[src/rtl/branch_resolve_buffer.sv]
// In-order branch resolution buffer: allocates per dispatched branch, captures the
// out-of-order execute outcome by tag, and releases entries in program order at retire.
module branch_resolve_buffer #(
    parameter int unsigned XLEN  = 32,
    parameter int unsigned DEPTH = 16,
    parameter int unsigned WAYS  = 2,
    parameter int unsigned TAG_W = 6
) (
    input  logic                         clk,
    input  logic                         reset,
    input  logic                         flush_i,
    input  logic [WAYS-1:0]              disp_valid_i,
    input  logic [WAYS*TAG_W-1:0]        disp_tag_i,
    input  logic [WAYS-1:0]              disp_pred_taken_i,
    input  logic [WAYS*XLEN-1:0]         disp_pred_target_i,
    output logic                         disp_ready_o,
    input  logic                         res_valid_i,
    input  logic [TAG_W-1:0]             res_tag_i,
    input  logic                         res_taken_i,
    input  logic [XLEN-1:0]              res_target_i,
    input  logic [XLEN-1:0]              res_pc_i,
    input  logic [WAYS-1:0]              ret_en_i,
    output logic [WAYS-1:0]              ret_mispred_o,
    output logic [WAYS*XLEN-1:0]         ret_target_o,
    output logic                         ret_err_o,
    output logic [$clog2(DEPTH+1)-1:0]   count_o,
    output logic                         full_o,
    output logic                         empty_o
);

    localparam int unsigned PTR_W = $clog2(DEPTH);
    localparam int unsigned CNT_W = $clog2(DEPTH + 1);

    typedef logic [PTR_W-1:0] idx_t;
    typedef logic [PTR_W:0]   ptr_t;
    typedef logic [CNT_W-1:0] cnt_t;

    logic [DEPTH-1:0] valid_q, valid_d;
    logic [DEPTH-1:0] resolved_q, resolved_d;
    logic [DEPTH-1:0] pred_taken_q, pred_taken_d;
    logic [DEPTH-1:0] mispred_q, mispred_d;
    logic [TAG_W-1:0] tag_q [DEPTH];
    logic [TAG_W-1:0] tag_d [DEPTH];
    logic [XLEN-1:0]  pred_target_q [DEPTH];
    logic [XLEN-1:0]  pred_target_d [DEPTH];
    logic [XLEN-1:0]  target_q [DEPTH];
    logic [XLEN-1:0]  target_d [DEPTH];

    ptr_t head_q, head_d;
    ptr_t tail_q, tail_d;
    cnt_t count_q, count_d;
    logic err_q, err_d;

    logic            res_hit;
    idx_t            res_idx;
    logic            res_mispred;
    logic [XLEN-1:0] res_target;

    // Oldest-first search: walk from head so the first hit is the oldest pending match.
    always_comb begin : resolve_search
        idx_t probe;
        probe   = '0;
        res_hit = 1'b0;
        res_idx = '0;
        for (int i = 0; i < int'(DEPTH); i++) begin
            probe = head_q[PTR_W-1:0] + idx_t'(i);
            if (!res_hit && res_valid_i && valid_q[probe] && !resolved_q[probe] &&
                tag_q[probe] == res_tag_i) begin
                res_hit = 1'b1;
                res_idx = probe;
            end
        end
    end

    always_comb begin : redirect_rule
        res_mispred = 1'b0;
        res_target  = '0;
        if (res_taken_i) begin
            if (!pred_taken_q[res_idx] || pred_target_q[res_idx] != res_target_i) begin
                res_mispred = 1'b1;
                res_target  = res_target_i;
            end
        end else if (pred_taken_q[res_idx]) begin
            res_mispred = 1'b1;
            res_target  = res_pc_i + XLEN'(32'd4);
        end
    end

    // Readiness looks only at registered occupancy; same-cycle retires do not help.
    assign disp_ready_o = (int'(DEPTH) - int'(count_q)) >= int'(WAYS);

    always_comb begin : next_state
        idx_t slot;
        cnt_t n_ret;
        cnt_t n_disp;

        valid_d       = valid_q;
        resolved_d    = resolved_q;
        pred_taken_d  = pred_taken_q;
        mispred_d     = mispred_q;
        tag_d         = tag_q;
        pred_target_d = pred_target_q;
        target_d      = target_q;
        head_d        = head_q;
        tail_d        = tail_q;
        count_d       = count_q;
        err_d         = err_q;
        ret_mispred_o = '0;
        ret_target_o  = '0;
        slot          = '0;
        n_ret         = '0;
        n_disp        = '0;

        if (!flush_i) begin
            if (res_hit) begin
                resolved_d[res_idx] = 1'b1;
                mispred_d[res_idx]  = res_mispred;
                target_d[res_idx]   = res_target;
            end

            for (int k = 0; k < int'(WAYS); k++) begin
                if (ret_en_i[k]) begin
                    slot  = head_q[PTR_W-1:0] + idx_t'(k);
                    n_ret = n_ret + cnt_t'(1);
                    if (res_hit && res_idx == slot) begin
                        ret_mispred_o[k]               = res_mispred;
                        ret_target_o[k*XLEN +: XLEN]   = res_target;
                    end else if (valid_q[slot] && resolved_q[slot]) begin
                        ret_mispred_o[k]               = mispred_q[slot];
                        ret_target_o[k*XLEN +: XLEN]   = target_q[slot];
                    end else begin
                        err_d = 1'b1;
                    end
                    valid_d[slot]    = 1'b0;
                    resolved_d[slot] = 1'b0;
                end
            end

            if (disp_ready_o) begin
                for (int k = 0; k < int'(WAYS); k++) begin
                    if (disp_valid_i[k]) begin
                        slot                = tail_q[PTR_W-1:0] + idx_t'(n_disp);
                        valid_d[slot]       = 1'b1;
                        resolved_d[slot]    = 1'b0;
                        tag_d[slot]         = disp_tag_i[k*TAG_W +: TAG_W];
                        pred_taken_d[slot]  = disp_pred_taken_i[k];
                        pred_target_d[slot] = disp_pred_target_i[k*XLEN +: XLEN];
                        n_disp              = n_disp + cnt_t'(1);
                    end
                end
            end

            head_d  = head_q + ptr_t'(n_ret);
            tail_d  = tail_q + ptr_t'(n_disp);
            count_d = count_q + n_disp - n_ret;
        end else begin
            valid_d    = '0;
            resolved_d = '0;
            head_d     = '0;
            tail_d     = '0;
            count_d    = '0;
        end

        if (!reset) begin
            ret_mispred_o = '0;
            ret_target_o  = '0;
        end
    end

    always_ff @(posedge clk) begin
        if (!reset) begin
            valid_q    <= '0;
            resolved_q <= '0;
            head_q     <= '0;
            tail_q     <= '0;
            count_q    <= '0;
            err_q      <= 1'b0;
        end else begin
            valid_q    <= valid_d;
            resolved_q <= resolved_d;
            head_q     <= head_d;
            tail_q     <= tail_d;
            count_q    <= count_d;
            err_q      <= err_d;
        end
    end

    // Payload is qualified by valid/resolved, so it needs no reset.
    always_ff @(posedge clk) begin
        pred_taken_q  <= pred_taken_d;
        mispred_q     <= mispred_d;
        tag_q         <= tag_d;
        pred_target_q <= pred_target_d;
        target_q      <= target_d;
    end

    assign count_o   = count_q;
    assign ret_err_o = err_q;
    assign empty_o   = head_q == tail_q;
    assign full_o    = (head_q[PTR_W] != tail_q[PTR_W]) &&
                       (head_q[PTR_W-1:0] == tail_q[PTR_W-1:0]);

endmodule

[config.mk]
export PLATFORM = sky130hd
export DESIGN_NAME = branch_resolve_buffer
export DESIGN_NICKNAME = d
export VERILOG_FILES = /design/src/rtl/branch_resolve_buffer.sv
export SDC_FILE = /design/constraint.sdc
export NUM_CORES = 2
export LEC_CHECK = 0
export CAP_MARGIN = 20
export CORE_MARGIN = 5
export CORE_UTILIZATION = 39
export CTS_BUF_LIST = sky130_fd_sc_hd__clkbuf_16
export DETAILED_ROUTE_END_ITERATION = 7
export GPL_TIMING_DRIVEN = 0
export PLACE_DENSITY = 0.67
export SETUP_SLACK_MARGIN = 0.2
export SYNTH_ARGS = -nofsm -noshare
export SYNTH_HDL_FRONTEND = slang
export SYNTH_SLANG_ARGS = --single-unit
[constraint.sdc]
create_clock -name clk -period 42.1 [get_ports clk]
set_input_delay 8.42 -clock clk [delete_from_list [all_inputs] [get_ports clk]]
set_output_delay 8.42 -clock clk [all_outputs]
set_load 0.02 [all_outputs]
### Word level (Yosys, flattened, before mapping)

Index checks and enable logic that the tools add are counted.

| storage, ports and cells | value |
|---|---|
| output and inout bits | 75 |
| logic and storage cells | 552 |
| register bits | 1200 |
| input port bits | 157 |

| cells by class | value |
|---|---|
| $add $sub $neg | 24 |
| mux-type cells | 257 |
| eq/ne operators | 22 |
| reduce and logical (&&, ||, !) cells | 112 |
| bitwise logic cells | 34 |
| $lt $le $gt $ge | 47 |

Operators with widths:

| kind | count |
|---|---|
| 512-bit 2-to-1 mux | 4 |
| 512-bit bitwise mux | 3 |
| 32-bit 2-to-1 mux | 18 |
| 32-bit binary-select mux with 4-bit select | 3 |
| 6-bit binary-select mux with 4-bit select | 16 |
| 32-bit demux with 4-bit select | 3 |
| 16-bit 2-to-1 mux | 24 |
| 96-bit 2-to-1 mux | 4 |
| 6-bit 2-to-1 mux | 34 |
| 96-bit bitwise mux | 2 |
| 1-bit binary-select mux with 4-bit select | 35 |
| 64-bit 2-to-1 mux | 2 |
| 16-bit bitwise AND | 6 |
| 6-bit == test | 16 |
| 5-bit greater-or-equal comparator, second input constant | 19 |
| 4-bit by 5-bit less-than comparator with 1-bit output, second input constant | 19 |
| 4-bit inverter with 5-bit output | 19 |
| 1-bit logical AND | 76 |
| 1-bit 2-to-1 mux | 73 |
| 4-bit 2-to-1 mux | 16 |
| 16-bit inverter | 4 |
| 16-bit bitwise mux | 3 |
| 6-bit demux with 4-bit select | 2 |
| 16-bit bitwise OR | 3 |
| other kinds (25) | 92 |

### Logic depth before layout (Yosys ltp)

| logic depth | value |
|---|---|
| depth in word-level cells | 117 |
| depth in mapped cells | 35 |
| gate-level depth less buffers | 22 |

### Worst setup path before layout

No wires, ideal clock.

| timing path | value |
|---|---|
| path kind | input to register |
| start point | input port flush_i |
| end point | register pred_taken_q[0], enable pin |
| setup slack | 5.791 ns |
| arrival | 34.678 ns |
| library setup time | 1.631 ns |
| data required time | 40.469 ns |
| path buffers | 2 |
| stages | 3 |
| path through | clkbuf_1 clkbuf_1 nor2_1 |

| between the ends | value |
|---|---|
| cells in the longest elaborated chain, start to end | 2 |

Ends and longest elaborated chain:

| element | RTL line | RTL |
|---|---|---|
| from (decl) | 11 | `input logic flush_i,` |
| 1-bit inverter (no line) | -- |  |
| 2-bit AND reduction (no line) | -- |  |
| to (signal assigned) | 190 | `pred_taken_q <= pred_taken_d;` |
| to (decl) | 40 | `logic [DEPTH-1:0] pred_taken_q, pred_taken_d;` |

No other way between the ends.
A chain may end at the register's enable or synchronous reset.

### Final worst setup path

| timing path | value |
|---|---|
| start point | input port res_tag_i[4] |
| end point | output port ret_target_o[53] |

| between the ends | value |
|---|---|
| cells in the longest elaborated chain, start to end | 105 |
| elaborated cells between the ends (all ways) | 142 |
| those cells by class | 18 x eq/ne; 44 x mux; 1 x bitwise; 79 x reduce/logical |

Ends and longest elaborated chain:

| element | RTL line | RTL |
|---|---|---|
| from (decl) | 18 | `input logic [TAG_W-1:0] res_tag_i,` |
| 6-bit == test | 68 | `tag_q[probe] == res_tag_i) begin` |
| 1-bit logical AND | 67 | `if (!res_hit && res_valid_i && valid_q[probe] && !resolved_q[probe] &&` |
| 1-bit 2-to-1 mux | 67 |  |
| 1-bit logical NOT | 67 |  |
| 1-bit logical AND (4 in series) | 67 |  |
| 1-bit 2-to-1 mux | 67 |  |
| 1-bit logical NOT | 67 |  |
| 1-bit logical AND (4 in series) | 67 |  |
| [... 83 more ...] | -- |  |
| 32-bit inequality test | 79 | `if (!pred_taken_q[res_idx] \|\| pred_target_q[res_idx] != res_target_i) begin` |
| 1-bit logical OR | 79 |  |
| 32-bit 2-to-1 mux | 79 |  |
| 32-bit 2-to-1 mux | 78 | `if (res_taken_i) begin` |
| 32-bit 2-to-1 mux (*) | 125 | `if (res_hit && res_idx == slot) begin` |
| 32-bit 2-to-1 mux (*) | 122 | `if (ret_en_i[k]) begin` |
| 64-bit 2-to-1 mux (*) | 114 | `if (!flush_i) begin` |
| 64-bit 2-to-1 mux (*) | 164 | `if (!reset) begin` |
| to (decl) | 24 | `output logic [WAYS*XLEN-1:0] ret_target_o,` |

Mark *: on every way between the ends. The rest lies on a longest branch, timed or not. The select of a mux whose other input is x is not followed.

==> impl_metrics.prom <==
# TYPE chip_impl_metric gauge
chip_impl_metric{name="synth.net_count",unit=""} 6339
chip_impl_info{name="start_kind",value="input port"} 1
chip_impl_metric{name="worstRegToRegCells",unit=""} 31
chip_impl_metric{name="antenna_violations_before_repair",unit=""} 45
chip_impl_info{name="violated_checks",value="design-rule violations"} 1
chip_impl_metric{name="pwr_density_cell",unit="mW/mm2"} 50.1
chip_impl_metric{name="report.final.setup_viol",unit=""} 0
chip_impl_metric{name="vdd_ir_drop_max",unit="V"} 0.0000432
chip_impl_metric{name="cp.required",unit="ns"} 33.68
chip_impl_metric{name="path_max_fanout",unit=""} 10
chip_impl_metric{name="area_added_between_synthesis_and_finish",unit="%"} 16.6
chip_impl_metric{name="grt_pass1_wl",unit="um"} 478000
chip_impl_info{name="timing_worst_setup_path_type",value="in2out"} 1
chip_impl_metric{name="p_seq_share",unit="%"} 43.7
chip_impl_metric{name="timing.final.crit_share",unit="%"} 67.0
chip_impl_info{name="tritoncts_clock_tree",value="built"} 1
chip_impl_metric{name="drive_above_1_share",unit="%"} 17.3
chip_impl_metric{name="core_ar",unit="mm2"} 0.194
chip_impl_metric{name="die-height",unit="um"} 451
chip_impl_metric{name="post_cts.resized_instances",unit=""} 0
chip_impl_metric{name="internal_power",unit="W"} 0.00290
chip_impl_metric{name="yosys_register_bits",unit=""} 1200
chip_impl_metric{name="holdBufCountCts",unit=""} 0
chip_impl_metric{name="ys_warn_count",unit=""} 0
chip_impl_info{name="rsz0062_at_grt",value="no"} 1
chip_impl_metric{name="post-layout-total-power",unit="W"} 0.00444
chip_impl_metric{name="grt_max_degree",unit=""} 36
chip_impl_metric{name="detailed_place_hpwl",unit="um"} 254000
chip_impl_info{name="yosys.cell_count.top_type",value="edfxtp_1"} 1
chip_impl_metric{name="initial_utilization",unit="%"} 39.1
chip_impl_info{name="yosys.area.top_type",value="edfxtp_1"} 1
chip_impl_metric{name="synth_cells",unit=""} 6144
chip_impl_metric{name="vias",unit=""} 64700
chip_impl_metric{name="clock_sink_count",unit=""} 1200
chip_impl_metric{name="clkPwrFrac",unit="%"} 27.8
chip_impl_metric{name="whs",unit="ns"} 0.474
chip_impl_info{name="synth_area_leaders",value="edfxtp_1 46%, mux4_2 17%, mux2i_1 12%"} 1
chip_impl_metric{name="routedWlPerCell",unit="um"} 37.4
chip_impl_metric{name="worst_skew_late_latency",unit="ns"} 0.85
chip_impl_metric{name="synth_edf_count",unit=""} 1152
chip_impl_metric{name="finalWirelength",unit="um"} 350000
chip_impl_metric{name="floorplan.rows",unit=""} 162
chip_impl_metric{name="data_arrival_time_of_the_critical_path",unit="ns"} 19.80
chip_impl_info{name="cts.root.buffer_cell",value="clkbuf_16"} 1
chip_impl_metric{name="largest_stage_delay_worst_path",unit="ns"} 1.05
chip_impl_metric{name="net-switching-power",unit="W"} 0.00154
chip_impl_metric{name="worst-path-stages",unit=""} 26
chip_impl_metric{name="pin_count",unit=""} 232
chip_impl_metric{name="synthesized_area_divided_by_synthesized_cell_count",unit="um2"} 12.4
chip_impl_metric{name="layout_min_cycle_time",unit="ns"} 28.22
chip_impl_metric{name="cts_max_level",unit=""} 4
chip_impl_metric{name="dieWidth",unit="um"} 451
chip_impl_metric{name="max-clock-path-buffers",unit=""} 3
chip_impl_info{name="synth_commonest_cells",value="1,152 x edfxtp_1, 908 x mux2i_1, 648 x nand2_1"} 1
chip_impl_metric{name="cp_buf_inv_count",unit=""} 8
chip_impl_metric{name="synth_largest_type_area_fraction",unit="%"} 45.5
chip_impl_metric{name="drv_slew",unit=""} 0
chip_impl_metric{name="worst_slew_pin_slew",unit="ns"} 1.31
chip_impl_metric{name="route.detailed.drc",unit=""} 1
chip_impl_metric{name="grt_use_total",unit="%"} 33.0
chip_impl_metric{name="grt_pass1_vias",unit=""} 60600
chip_impl_info{name="critical-path-top-delay-family",value="buffers and inverters"} 1
chip_impl_metric{name="post_cts_repair_setup_buffers",unit=""} 0
chip_impl_info{name="status",value="finished with violations"} 1
chip_impl_metric{name="drt.antenna.violating_nets",unit=""} 0
chip_impl_metric{name="ys_seq_area_share",unit="%"} 46.8
chip_impl_metric{name="combPwrFrac",unit="%"} 28.5
chip_impl_metric{name="yosys.cell_types.count",unit=""} 93
chip_impl_metric{name="place.port_buffers",unit=""} 185
chip_impl_metric{name="power.leakage",unit="nW"} 29.0
chip_impl_metric{name="design.die.area",unit="mm2"} 0.204
chip_impl_info{name="postSynth.topFlopCell",value="edfxtp_1"} 1
chip_impl_metric{name="slew_headroom",unit="%"} 12.3
chip_impl_info{name="hp-class",value="reg2reg"} 1
chip_impl_metric{name="clk_pin_slew_worst_paths",unit="ns"} 0.06
chip_impl_metric{name="grt-ovfl-total",unit=""} 0
chip_impl_metric{name="drtIter0Drc",unit=""} 12000
chip_impl_metric{name="share_of_total_power_consumed_by_net_switching",unit="%"} 34.6
chip_impl_metric{name="cts_inserted_buffers",unit=""} 135
chip_impl_metric{name="min_path_cells",unit=""} 1
chip_impl_metric{name="asyncSetResetFlopFracSynth",unit="%"} 0
chip_impl_info{name="critPathSlowestCell",value="a21oi_2"} 1
chip_impl_metric{name="cap_violations",unit=""} 0
chip_impl_metric{name="routed_via_density",unit=""} 6.92
chip_impl_metric{name="clock-skew-final",unit="ns"} 0.0648
chip_impl_metric{name="gp_weighted_congestion",unit=""} 1.08
chip_impl_metric{name="netlist_area",unit="mm2"} 0.0760
chip_impl_metric{name="first_pass_drt_iterations",unit=""} 8
chip_impl_metric{name="fillers",unit=""} 17300
chip_impl_info{name="critical_path.endpoint_type",value="primary output"} 1
chip_impl_metric{name="max_clock_freq",unit="MHz"} 35.4
chip_impl_metric{name="fin_nets",unit=""} 6859
chip_impl_metric{name="hold_viol_final",unit=""} 0
## cell usage in the layout (no fill, tap or decap), drive strengths merged, types with 32 or more instances in the layout
master	netlist	routed
clkdlybuf4s50	0	185
nor3	63	63
a22oi	39	39
o21ai	513	513
nand3	57	57
clkbuf	346	482
xor2	54	54
nand2	649	649
mux2i	908	908
dfxtp	48	48
nor2	344	344
a22o	34	34
mux2	32	32
xnor2	117	117
mux4	564	564
ha	34	34
edfxtp	1152	1152
buf	259	457
a2bb2oi	32	32
diode	0	35
a21oi	316	316
nor2b	39	39
inv	74	104
clkinv	2	67
a221oi	40	40
## kinds of logic after synthesis
kind of cell    count (synthesis)  share of synthesized area (%)
simple gates                 1356                           7.93
xor+xnor                      171                           2.01
fa+ha+maj                      38                          0.665
compound gates               1194                           9.66
mux                          1504                           29.2
flops                        1200                           46.8
buf+inv                       681                           3.77
## power by group through the flow
stage	Sequential, W	Combinational, W	Clock [W]
2_1_floorplan	0.00207	0.000798	0
3_3_place_gp	0.00230	0.00112	0
3_5_place_dp	0.00194	0.00121	0
4_1_cts	0.00192	0.00122	0.00123
5_1_grt	0.00195	0.00132	0.00128
6_report	0.00194	0.00126	0.00123
## routing by layer
metal	vias to the layer above	GRT usage [%]	part of all wire, %
met5	-	0.117	0.033
met4	20	25.1	9.5
met3	1463	11.9	15
met2	6295	47.1	42
met1	32000	40.7	34
li1	24900	-	-
## layout make-up
cell class | count | area, um2 | share of cell area (%)
Sequential cell | 1200 | 35600 | 40.1
Clock inverter | 110 | 1140 | 1.28
Antenna cell | 35 | 87.6 | 0.0989
Inverter | 76 | 285 | 0.322
Clock buffer | 136 | 3400 | 3.84
Tap cell | 2542 | 3180 | 3.59
Timing Repair Buffer | 383 | 4710 | 5.32
Buffer | 605 | 2580 | 2.91
Multi-Input combinational cell | 4263 | 37700 | 42.5
## per-stage QoR
| stage | setup slack [ns] | instance area [um2] | TNS [ns] | std cells | utilization (%) |
|---|---|---|---|---|---|
| after floorplan | 5.79 | 76000 | 0 | 6144 | - |
| after global placement | -7.75 | 81000 | -4811.10 | 8871 | 41.7 |
| after detailed placement | 14.39 | 83600 | 0 | 9041 | 43.0 |
| after CTS | 14.40 | 88100 | 0 | 9287 | 45.3 |
| after global routing | 14.02 | 88600 | 0 | 9330 | 45.6 |
| final | 13.88 | 88600 | 0 | 9350 | 45.6 |
## worst paths after layout
check / start / end / slack, ns
max: res_tag_i[4] / ret_target_o[53] / 13.88
min: ret_err_o / ret_err_o / 0.47
max reg2reg: head_q[2] / target_q[310] / 27.12
min reg2reg: ret_err_o / ret_err_o / 0.47
## worst register-to-register path, delay by kind of cell, from the launching register on
family          cells  cell delay (ns)
buf+inv            13             6.17
xor+xnor            1             0.32
simple gates       10             4.01
compound gates      6             2.98
fa+ha+maj           1             0.67
flops               1             0.47
## registers in the layout, indices dropped and copies added (netlist names)
name	count
pred_target_q	512
mispred_q	16
head_q	5
target_q	512
count_o	5
valid_q	16
tail_q	5
resolved_q	16
ret_err_o	1
tag_q	96
pred_taken_q	16
(Power assumes the default switching activity.)
